==> src/rtl/fpu_pkg.sv <==
// Shared FPU definitions: IEEE-754 single-precision layout and exponent constants.
package fpu_pkg;

    localparam int FP_BIAS         = 127;
    // Exponent of an int whose MSB sits at bit 31 after normalization: 127 + 31.
    localparam int INT2FP_EXP_BASE = 158;

    typedef struct packed {
        logic        sign;
        logic [7:0]  exp;
        logic [22:0] frac;
    } fp32_t;

endpackage

==> src/rtl/lzc32.sv <==
// Combinational 32-bit leading-zero counter; zero flags an all-zero input.
module lzc32 (
    input  logic [31:0] mag,
    output logic [4:0]  cnt,
    output logic        zero
);

    // Scan upward so the highest set bit wins and sets the final count.
    always_comb begin
        cnt  = 5'd0;
        zero = 1'b1;
        for (int i = 0; i < 32; i++) begin
            if (mag[i]) begin
                cnt  = 5'(31 - i);
                zero = 1'b0;
            end
        end
    end

endmodule

==> src/rtl/itof_pipe.sv <==
// Three-stage signed int32 -> IEEE single converter with valid/ready flow control,
// round-to-nearest-even, pass-through tag and synchronous flush.
module itof_pipe
    import fpu_pkg::*;
#(
    parameter int TAG_W = 6
) (
    input  logic             clk,
    input  logic             rstn,
    input  logic             flush,
    input  logic             in_valid,
    output logic             in_ready,
    input  logic [31:0]      in_data,
    input  logic [TAG_W-1:0] in_tag,
    output logic             out_valid,
    input  logic             out_ready,
    output logic [31:0]      out_data,
    output logic [TAG_W-1:0] out_tag
);

    logic             r_vld_p1, r_vld_p2, r_vld_p3;
    logic             r_sign_p1;
    logic [31:0]      r_mag_p1;
    logic [TAG_W-1:0] r_tag_p1;
    logic             r_sign_p2, r_zero_p2;
    logic [4:0]       r_lz_p2;
    logic [31:0]      r_norm_p2;
    logic [TAG_W-1:0] r_tag_p2;
    fp32_t            r_res_p3;
    logic [TAG_W-1:0] r_tag_p3;

    logic             w_adv_p1, w_adv_p2, w_adv_p3;
    logic             w_take;
    logic signed [31:0] w_in_s;
    logic [31:0]      w_mag_p0;
    logic [4:0]       w_lz_p1;
    logic             w_zero_p1;
    logic [31:0]      w_norm_p1;
    fp32_t            w_res_p2;

    // Exponent from leading-zero count, RNE on guard/sticky, carry folds into exponent.
    function automatic fp32_t round_pack(input logic sign, input logic zero,
                                         input logic [4:0] lz, input logic [31:0] norm);
        logic [23:0] sum;
        logic [7:0]  e8;
        logic        guard, sticky, up;
        fp32_t       res;
        e8     = 8'(INT2FP_EXP_BASE) - {3'b000, lz};
        guard  = norm[7];
        sticky = |norm[6:0];
        up     = guard && (sticky || norm[8]);
        sum    = {1'b0, norm[30:8]} + {23'd0, up};
        if (sum[23]) begin
            e8 = e8 + 8'd1;
        end
        res.sign = sign;
        res.exp  = e8;
        res.frac = sum[22:0];
        if (zero) begin
            res = '0;
        end
        return res;
    endfunction

    // A stage moves forward when it holds data and its successor is empty or moving.
    assign w_adv_p3 = r_vld_p3 && out_ready;
    assign w_adv_p2 = r_vld_p2 && (!r_vld_p3 || w_adv_p3);
    assign w_adv_p1 = r_vld_p1 && (!r_vld_p2 || w_adv_p2);
    assign in_ready = !r_vld_p1 || w_adv_p1;
    assign w_take   = in_valid && in_ready;

    // ---- p0 -> p1: sign/magnitude capture (0x80000000 negates to itself) ----
    assign w_in_s   = in_data;
    assign w_mag_p0 = in_data[31] ? 32'(-w_in_s) : in_data;

    // ---- p1 -> p2: normalize ----
    lzc32 u_lzc (
        .mag  (r_mag_p1),
        .cnt  (w_lz_p1),
        .zero (w_zero_p1)
    );
    assign w_norm_p1 = r_mag_p1 << w_lz_p1;

    // ---- p2 -> p3: round and pack ----
    assign w_res_p2 = round_pack(r_sign_p2, r_zero_p2, r_lz_p2, r_norm_p2);

    // Stage occupancy; flush empties every stage on the same edge.
    always_ff @(posedge clk or negedge rstn) begin
        if (!rstn) begin
            r_vld_p1 <= 1'b0;
            r_vld_p2 <= 1'b0;
            r_vld_p3 <= 1'b0;
        end else if (flush) begin
            r_vld_p1 <= 1'b0;
            r_vld_p2 <= 1'b0;
            r_vld_p3 <= 1'b0;
        end else begin
            if (in_ready)               r_vld_p1 <= in_valid;
            if (!r_vld_p2 || w_adv_p2)  r_vld_p2 <= r_vld_p1;
            if (!r_vld_p3 || w_adv_p3)  r_vld_p3 <= r_vld_p2;
        end
    end

    // Payload and tag move only with a transfer, so stalled stages hold steady.
    always_ff @(posedge clk or negedge rstn) begin
        if (!rstn) begin
            r_sign_p1 <= 1'b0;
            r_mag_p1  <= '0;
            r_tag_p1  <= '0;
            r_sign_p2 <= 1'b0;
            r_zero_p2 <= 1'b0;
            r_lz_p2   <= '0;
            r_norm_p2 <= '0;
            r_tag_p2  <= '0;
            r_res_p3  <= '0;
            r_tag_p3  <= '0;
        end else begin
            if (w_take) begin
                r_sign_p1 <= in_data[31];
                r_mag_p1  <= w_mag_p0;
                r_tag_p1  <= in_tag;
            end
            if (w_adv_p1) begin
                r_sign_p2 <= r_sign_p1;
                r_zero_p2 <= w_zero_p1;
                r_lz_p2   <= w_lz_p1;
                r_norm_p2 <= w_norm_p1;
                r_tag_p2  <= r_tag_p1;
            end
            if (w_adv_p2) begin
                r_res_p3  <= w_res_p2;
                r_tag_p3  <= r_tag_p2;
            end
        end
    end

    assign out_valid = r_vld_p3;
    assign out_data  = r_res_p3;
    assign out_tag   = r_tag_p3;

endmodule

==> config.mk <==
export PLATFORM = sky130hd
export DESIGN_NAME = itof_pipe
export DESIGN_NICKNAME = d
export VERILOG_FILES = /design/src/rtl/fpu_pkg.sv /design/src/rtl/lzc32.sv /design/src/rtl/itof_pipe.sv
export SDC_FILE = /design/constraint.sdc
export NUM_CORES = 1
export LEC_CHECK = 0
export ABC_AREA = 0
export BUFFER_PORTS_ARGS = -buffer_cell sky130_fd_sc_hd__buf_2
export CAP_MARGIN = 20
export CORE_ASPECT_RATIO = 0.5
export CORE_MARGIN = 2
export CORE_UTILIZATION = 40
export CTS_BUF_LIST = sky130_fd_sc_hd__clkbuf_4 sky130_fd_sc_hd__clkbuf_8
export DETAILED_ROUTE_END_ITERATION = 7
export GPL_TIMING_DRIVEN = 0
export PLACE_DENSITY = 0.63
export SLEW_MARGIN = 0
export SYNTH_ARGS = -nofsm -noshare
export SYNTH_HDL_FRONTEND = slang
export SYNTH_SLANG_ARGS = --single-unit
==> constraint.sdc <==
create_clock -name clk -period 2.6 [get_ports clk]
set_input_delay 0.52 -clock clk [delete_from_list [all_inputs] [get_ports clk]]
set_output_delay 0.52 -clock clk [all_outputs]
set_load 0.05 [all_outputs]
# ---- Word-level counts from Yosys, hierarchy flattened
# Cells that the tools add are included.
dict set report word_totals {
  input_bits 43
  reg_bits 124
  output_inout_bits 40
}
dict set report classes {
  shifts 1
  n_addsub 4
  n_mux 73
  n_reduce_logical 16
}
# operator n
set ops {}
lappend ops {{$mux W5} 32}
lappend ops {{$mux W32} 2}
lappend ops {{$mux W1} 38}
lappend ops {{$neg A32 Y32} 1}
lappend ops {{$shl A32 B5 Y31} 1}
lappend ops {{$add A23 B1 Y24} 1}
lappend ops {{$add A8 B1 Y8 const B} 1}
lappend ops {{$mux W8} 1}
lappend ops {{$sub A8 B5 Y8 const A} 1}
lappend ops {{$reduce_or A7 Y1} 1}
lappend ops {{$reduce_bool A2 Y1} 3}
lappend ops {{$logic_and A1 B1 Y1} 5}
lappend ops {{$logic_or A1 B1 Y1} 4}
lappend ops {{$logic_not A1 Y1} 3}

# ---- Longest topological paths before layout
# Gate-level depths: netlist of the first run.
dict set report logic_depth {
  depth_word 33
  depth_mapped 12
  ltp_nobuf 9
}

# ---- Modules after synthesis
# A second synthesis of the first run with hierarchy kept.
dict set report unflattened {
  hier_cells 823
  hier_area_um2 7802.5
}
# mod area_per_inst_um2 instances seq_area_each_um2 cells_per_inst
set by_module_without_submodules {}
lappend by_module_without_submodules {itof_pipe 7430.9 1 3103.0 756}
lappend by_module_without_submodules {lzc32 371.6 1 0.0 67}

# ---- Worst setup path before layout of the first run
# Ideal clock, no wire load.
dict set report synth_timing {
  path_type {input-to-reg}
  start {input port in_data[4]}
  end {register r_mag_p1[29]}
  path_buffers 0
  setup_slack_ps -92
  required_time_ps 2467
  arrival_time_ps 2559
  stages 9
  path_cell_list {or3_1 nor4_2 nand4_1 or3_1 nand2b_1 nand2b_1 o41ai_2 xor2_1 o21ai_1}
}
dict set report synth_between {
  elab_chain_len 2
}
# item line
set synth_lines {}
lappend synth_lines {{from (decl)} itof_pipe.sv:13} ;# input logic [31:0] in_data,
lappend synth_lines {{$neg A32 Y32} itof_pipe.sv:74} ;# assign w_mag_p0 = in_data[31] ? 32'(-w_in_s) : in_data;
lappend synth_lines {{$mux W32} itof_pipe.sv:74}
lappend synth_lines {{to (signal assigned)} itof_pipe.sv:120} ;# r_mag_p1 <= w_mag_p0;
lappend synth_lines {{to (decl)} itof_pipe.sv:23} ;# logic [31:0] r_mag_p1;
# No other way between the ends.
# A chain may end at the register's enable or synchronous reset.

# ---- Worst setup path after layout of the first run
dict set report layout_timing {
  start {register r_mag_p1[11]}
  end {register r_norm_p2[20]}
}
dict set report layout_between {
  elab_chain_len 22
}
# item line
set layout_lines {}
lappend layout_lines {{$mux W5 (21 in series)} lzc32.sv:13} ;# if (mag[i]) begin
lappend layout_lines {{$shl A32 B5 Y31 (*)} itof_pipe.sv:82} ;# assign w_norm_p1 = r_mag_p1 << w_lz_p1;
lappend layout_lines {{to (signal assigned)} itof_pipe.sv:127} ;# r_norm_p2 <= w_norm_p1;
lappend layout_lines {{to (decl)} itof_pipe.sv:27} ;# logic [31:0] r_norm_p2;
# Every way passes the cells marked *; elsewhere a longest branch is shown, timed or not.

==> results by group, run 1 <==
STA
  • Fin. max-slew vios: 0
  • Final worst slack: -0.237 ns
  • RSZ-0062 raised after global routing: true
  • Worst-Margin Slew: 0.739 ns
  • Final hold violations: 0
  • Final period util: 1.09
  • Endpoints failing setup: 23
  • Setup TNS Final: -3.12 ns
  • Fmax: approximately 350 MHz
  • Min Tclk post-route: between 2 and 3 ns
  • Worst Skew: 0.0199 ns
  • Slew headroom: 0.503

Logic synthesis
  • Main synth FF type: dfrtp_1
  • Mean Syn Cell Area: 9.06 sq um
  • Synth cell types: just over 60
  • Share of the synthesized area in the top cell type: 0.427
  • Synth area leaders: dfrtp_1 (43%), nand2_1 (7.9%), mux2i_1 (7.0%), xor2_1 (5.2%), o21ai_0 (4.6%)
  • Yosys Warn Count: 0
  • Post-Syn Instances: 802
  • Seq cells post-synth: about 120
  • Ys async rst share: 1.00
  • Post-synth EDFFs: 0
  • Post-Syn Nets: ~850
  • Leading area contributor after synthesis: dfrtp_1
  • Post-Syn Area: about 7300 sq um
  • Share of the yosys chip area belonging to registers: 0.427

Die
  • Die Y: 99.3 um
  • I/O pin count: a little over 80
  • Die ar.: between 15000 and 20000 sq um
  • Placement Rows: 34
  • Core box area: 17600 sq um
  • Starting Density: 0.414
  • Die width: approximately 190 um

Min path
  • Hold Path End: r_vld_p1
  • Hold Path Class: input port to flop
  • Hold Crit Depth: 2
  • Worst hold start: flush

Finish
  • Final instance area: a little over 9000 sq um
  • Layout area overhead: 28.7%
  • Fraction of layout cells with a size suffix above 1: 0.297
  • Number of fill cells in the layout: about 1700
  • Nets: just under 1000
  • Antenna diode count: 0

Clock network
  • CTS tree: built
  • Maximum clock path buffer count: 2
  • Skew-Pair Late Insertion Delay: around 0.45 ns
  • H-tree depth: 4
  • TritonCTS buffer count: 17
  • Clock Pin Slew Worst Setup and Hold Paths: around 0.08 ns
  • Root Buffer: clkbuf_8
  • Sink Count: about 120

Setup path
  • CP Capture Type: flop
  • FF-to-FF End: r_norm_p2[20]
  • Worst r2r path cells: 10
  • CP Class: flop to flop
  • Critical path data required time: between 2 and 3 ns
  • Worst r2r src: r_mag_p1[11]
  • CP arrival: about 3.2 ns
  • CP bufs+invs: 1
  • Startpoint types: flop
  • Max incr delay on CP: 0.42 ns
  • Max stage delay cell, worst path: dfrtp_2
  • Worst-path cell chain: or3_1 -> a221o_1 -> a21oi_2 -> o221ai_4 -> buf_4 -> mux2i_2 -> mux2_2 -> mux2_2 -> o22ai_1 -> a211o_1
  • Critical path's top delay family: compound AO/OA/AOI/OAI gates
  • Worst path most repeated cell: mux2_2
  • CP max FO: 5
  • Reg2Reg Setup Slack: -0.24 ns

Global route
  • Largest net degree at the start of global routing: 94
  • Grt total ovfl: 0
  • Initial antenna violation count: 0
  • Number of global-route vias before repair: 6323
  • Gr usage total: 0.223
  • Global-route wire length before repair: about 34 mm

Pwr
  • P_int: roughly 4700 uW
  • Pwr dens: 851 nW/um^2
  • Sequential power share: 0.355
  • NetSw: 3270 uW
  • P_leak: 0.00404 uW
  • Clock power frac: 0.245
  • Peak supply drop: ~0.00032 V
  • Sw Share: 0.410
  • Combinational share of power: 0.400

Placement
  • DP Wirelength: about 15 mm
  • Placed cell area: 8020 sq um
  • Routability cong.: 0.922
  • Port Buffer Count: 81

Flow run
  • Max-cap violations: 0

Run status
  • Outcome: complete, but fails checks
  • Failing checks: negative setup slack

Drt
  • Iter 0 DRT Violations: around 420
  • DR pass1 iterations: 5
  • Drt total wl: between 20 and 25 mm
  • DRC: 0
  • Via/cell ratio: 5.47
  • WL/cell: ~18 um
  • ANT nets after route: 0
  • Vias post-DR: 6432
synth_stat cells, types with 10 or more instances:
cell type and count:
o31ai_1 10, nor4_1 11, nand2_1 153, inv_1 16, nand2b_1 10, nor3_1 17
nor2_1 37, mux2i_1 51, o21ai_0 67, nand3_1 20, dfrtp_1 124, o21ai_1 22
xnor2_1 13, a22oi_1 12, xor2_1 43, clkbuf_1 30, mux2_2 26, a21oi_1 16
power groups by stage:
stage               clock network, uW  logic, uW  registers, uW
floorplan                           0       1290           3300
global placement                    0       2550           2800
detailed placement                  0       2580           2820
CTS                              1990       2940           2800
global route                     2090       3400           2890
finish                           1950       3190           2820
per-layer routing:
metal	vias up	part of all wire	track usage
li1	3128	-	-
met1	3127	0.51	0.329
met2	165	0.43	0.340
met3	12	0.050	0.0488
met4	0	0.0057	0.0432
met5	-	0	0
sequential cells by signal, summed over array words and instances, names as in the netlist, 5 cells and up:
| name | count |
|---|---|
| r_tag_p2 | 6 |
| r_tag_p1 | 6 |
| out_data | 32 |
| r_mag_p1 | 32 |
| out_tag | 6 |
| r_lz_p2 | 5 |
| r_norm_p2 | 31 |
final cells by class:
class,instances,area [sq um],area share
clock inverters,14,204,0.0218
well taps,234,293,0.0313
flip-flops and latches,124,3120,0.334
clock buffers,18,241,0.0258
repair buffers,112,681,0.0727
plain buffers,38,231,0.0247
inverters,16,60.1,0.00642
multi-input cells,620,4530,0.484
kinds of logic (layout without fill, tap and decap cells):
kind of cell,Yosys count,in the layout,share of synthesized area
AO/OA/AOI/OAI,185,185,0.165
XOR/XNOR,56,56,0.0675
adder cells (fa/ha/maj),3,3,0.00516
buffers and inverters,58,198,0.0330
flip-flops,124,124,0.427
multiplexers,79,79,0.114
AND/OR/NAND/NOR,297,297,0.188
through the flow:
stage          setup slack [ns]   util  cells  total power (uW)  hold WS [ns]
6_report                 -0.237  0.533   1176              7960         0.263
3_5_place_dp             -0.622  0.456   1119              5400         0.419
3_3_place_gp             -0.678  0.454   1117              5350         0.450
5_1_grt                  -0.343  0.533   1176              8390         0.238
4_1_cts                  -0.210  0.510   1162              7730         0.240
2_1_floorplan           -0.0915      -    802              4600         0.224
placed cells by master, fill, tap and decap left out, types with 6 or more instances in the layout:
cell        n
nand3_1    18
xnor2_1    13
nand2_1   152
inv_1      16
o31ai_1    10
mux2_4      8
mux2i_1    17
nor2_1     32
buf_4      31
and3_1      8
mux2i_4    16
a22oi_1     8
nor3_1     11
nand2b_1    9
mux2i_2    18
nor3_2      6
dfrtp_1   110
o21ai_0    67
nor2b_1     7
or3_1       6
clkbuf_1   24
inv_6       8
clkbuf_8   17
mux2_2     19
dfrtp_2    14
a21oi_1    16
nor4_1      6
xor2_1     43
buf_2      81
a22o_1      9
o21ai_1    16
timing repair:
action                                  CTS  global route
resized for setup                        94            60
gates cloned                              1             0
endpoints found under the setup margin   32            37
hold endpoints to repair                 31             0
buffers inserted                         12            16
pin swaps                                 8            12
hold buffers                              1             0
worst max path at each step:
| stage | startpoint | end | slack (ns) | cells after the start |
|---|---|---|---|---|
| 3_5_place_dp | r_mag_p1[24] | r_norm_p2[24] | -0.62 | 10 |
| 2_1_floorplan | in_data[4] | r_mag_p1[29] | -0.09 | 9 |
| 6_report | r_mag_p1[11] | r_norm_p2[20] | -0.24 | 10 |
| 5_1_grt | r_mag_p1[11] | r_norm_p2[28] | -0.34 | 11 |
| 3_3_place_gp | r_mag_p1[24] | r_norm_p2[25] | -0.68 | 10 |
| 4_1_cts | r_mag_p1[11] | r_norm_p2[17] | -0.21 | 10 |
Power figures use the tool's default switching activity.
==> run 2, diff against run 1 <==
PLACE_DENSITY = 0.58   (was 0.63)
==> run 2 against run 1 <==
The flow still finishes with violations (negative setup slack). Non-clock buffer count up 2. Highest routed layer unchanged. Largest cell class unchanged. Die area unchanged. Clock skew down 0.0026 ns. Sequential share of layout area down 0.17 points. Clock-buffer cell count unchanged.
==> results by group, run 2 (same netlist as run 1, synthesis figures left out) <==
Run status
  • Outcome: complete, but fails checks (unchanged)
  • Failing checks: negative setup slack (unchanged)

Placement
  • Port Buffer Count: 81 (unchanged)
  • DP Wirelength: 15.5 mm (was 15.3 mm)
  • Post-place setup slack: -0.686 ns (was -0.622 ns)
  • Routability cong.: 0.938 (was 0.922)
  • Placed cell area: 8020 sq um (unchanged)
  • Placed insts: 1119 (unchanged)

Drt
  • Via/cell ratio: 5.48 (was 5.47)
  • DRC: 0 (unchanged)
  • Iter 0 DRT Violations: 366 (was 418)
  • Vias post-DR: 6456 (was 6432)
  • Drt total wl: 21.3 mm (was 21.1 mm)
  • DR pass1 iterations: 5 (unchanged)
  • ANT nets after route: 0 (unchanged)
  • WL/cell: 18.1 um (was 17.9 um)

Setup path
  • Critical path data required time: 2.90 ns (was 2.98 ns)
  • CP arrival: 3.13 ns (was 3.22 ns)
  • CP Capture Type: flop (unchanged)
  • Startpoint types: flop (unchanged)
  • CP Class: flop to flop (unchanged)
  • CP max FO: 8 (was 5)
  • Reg2Reg Setup Slack: -0.22 ns (was -0.24 ns)

Min path
  • Hold Path Class: input port to flop (unchanged)

STA
  • Final period util: 1.09 (about the same)
  • RSZ-0062 raised after global routing: true (unchanged)
  • Worst Skew: 0.0173 ns (was 0.0199 ns)
  • Worst-Margin Slew: 0.939 ns (was 0.739 ns)
  • Slew headroom: 0.368 (was 0.503)
  • Min Tclk post-route: 2.82 ns (was 2.84 ns)
  • Fin. max-slew vios: 0 (unchanged)
  • Endpoints failing setup: 24 (was 23)
  • Fmax: 354 MHz (was 352 MHz)
  • Final worst slack: -0.224 ns (was -0.237 ns)
  • Final hold violations: 0 (unchanged)
  • Setup TNS Final: -2.90 ns (was -3.12 ns)

Pwr
  • Peak supply drop: 0.000406 V (was 0.000322 V)
  • Pwr dens: 827 nW/um^2 (was 851 nW/um^2)
  • P_leak: 0.00408 uW (was 0.00404 uW)

Clock network
  • Clock Pin Slew Worst Setup and Hold Paths: 0.08 ns (about the same)
  • Skew-Pair Late Insertion Delay: 0.45 ns (about the same)
  • CTS tree: built (unchanged)
  • Root Buffer: clkbuf_8 (unchanged)
  • H-tree depth: 4 (unchanged)
  • Sink Count: 124 (unchanged)
  • TritonCTS buffer count: 17 (unchanged)
  • Maximum clock path buffer count: 2 (unchanged)

Global route
  • Global-route wire length before repair: 33.1 mm (was 34.4 mm)
  • Largest net degree at the start of global routing: 96 (was 94)
  • Grt total ovfl: 0 (unchanged)
  • Initial antenna violation count: 0 (unchanged)
  • Number of global-route vias before repair: 6063 (was 6323)
  • Gr usage total: 0.218 (was 0.223)

Die
  • Core box area: 17600 sq um (unchanged)
  • I/O pin count: 83 (unchanged)
  • Die ar.: 19300 sq um (unchanged)
  • Placement Rows: 34 (unchanged)
  • Starting Density: 0.414 (unchanged)
  • Die width: 195 um (unchanged)
  • Die Y: 99.3 um (unchanged)

Flow run
  • Max-cap violations: 0 (unchanged)

Finish
  • Final instance area: 9410 sq um (was 9360 sq um)
  • Antenna diode count: 0 (unchanged)
  • Nets: 977 (was 975)
  • Layout area overhead: 29.4% (was 28.7%)
  • Commonest non-fill, non-tap cell in the layout: nand2_1 (unchanged)
  • Fin cells: 1178 (was 1176)
  • Fraction of layout cells with a size suffix above 1: 0.305 (was 0.297)
  • Commonest cells after routing, fill and taps aside: nand2_1 (152), dfrtp_1 (110), buf_2 (79) (was nand2_1 (152), dfrtp_1 (110), buf_2 (81))
  • Number of fill cells in the layout: 1670 (was 1666)
  • Util after Layout: 0.535 (was 0.533)
[run 2: final cells by class]
cell class | instances | area [sq um] | share of cell area
Multi-Input combinational cell | 620 | 4580 | 0.487
Sequential cell | 124 | 3120 | 0.332
Timing Repair Buffer | 115 | 729 | 0.0776
Tap cell | 234 | 293 | 0.0311
Clock buffer | 18 | 248 | 0.0263
Buffer | 37 | 229 | 0.0243
Clock inverter | 14 | 149 | 0.0158
Inverter | 16 | 60.1 | 0.00639
[run 2: path summary, 6_finish.rpt]
| check | start | to | cells past startpoint |
|---|---|---|---|
| max | r_mag_p1[11] | r_norm_p2[26] | 11 |
| min | flush | r_vld_p1 | 2 |
| max reg2reg | r_mag_p1[11] | r_norm_p2[26] | 11 |
| min reg2reg | r_tag_p1[1] | r_tag_p2[1] | 2 |
| max in group asynchronous | rstn | out_data[12] | 3 |
| min in group asynchronous | rstn | r_mag_p1[13] | 2 |
[run 2: worst max-delay path, cell delays in order, from the launching register on]
cell and delay (ns):
dfrtp_1 0.41, or3_1 0.37, a221o_1 0.28, a21oi_2 0.17
o221ai_4 0.16, buf_6 0.20, buf_12 0.15, mux2_4 0.31
mux2i_4 0.17, nor3_2 0.06, a221oi_2 0.25, o221ai_1 0.17
[run 2: where the power goes]
group          switching [uW]  internal (uW)
combinational            1950           1260
sequential                452           2360
clock                     939            819
total                    3350           4430
[run 2: what timing repair did]
item / 4_1_cts / 5_1_grt
hold buffers: 1 / 0
endpoints found under the setup margin: 34 / 39
gates cloned: 1 / 1
endpoints found under the hold margin: 29 / 0
buffers inserted: 11 / 18
gates resized for setup: 76 / 88
pin swaps: 2 / 22
[run 2: through the flow]
step                power [uW]  hold slack (ns)
CTS                       7440            0.243
global placement          5360            0.443
detailed placement        5410            0.416
global route              8170            0.244
floorplan                 4600            0.224
finish                    7780            0.263
[run 2: layer usage]
metal	routed length, um	track usage	vias to the layer above
li1	-	-	3140
met1	10800	0.330	3108
met2	9110	0.320	181
met3	1050	0.0414	27
met4	323	0.0509	0
met5	0	0	-
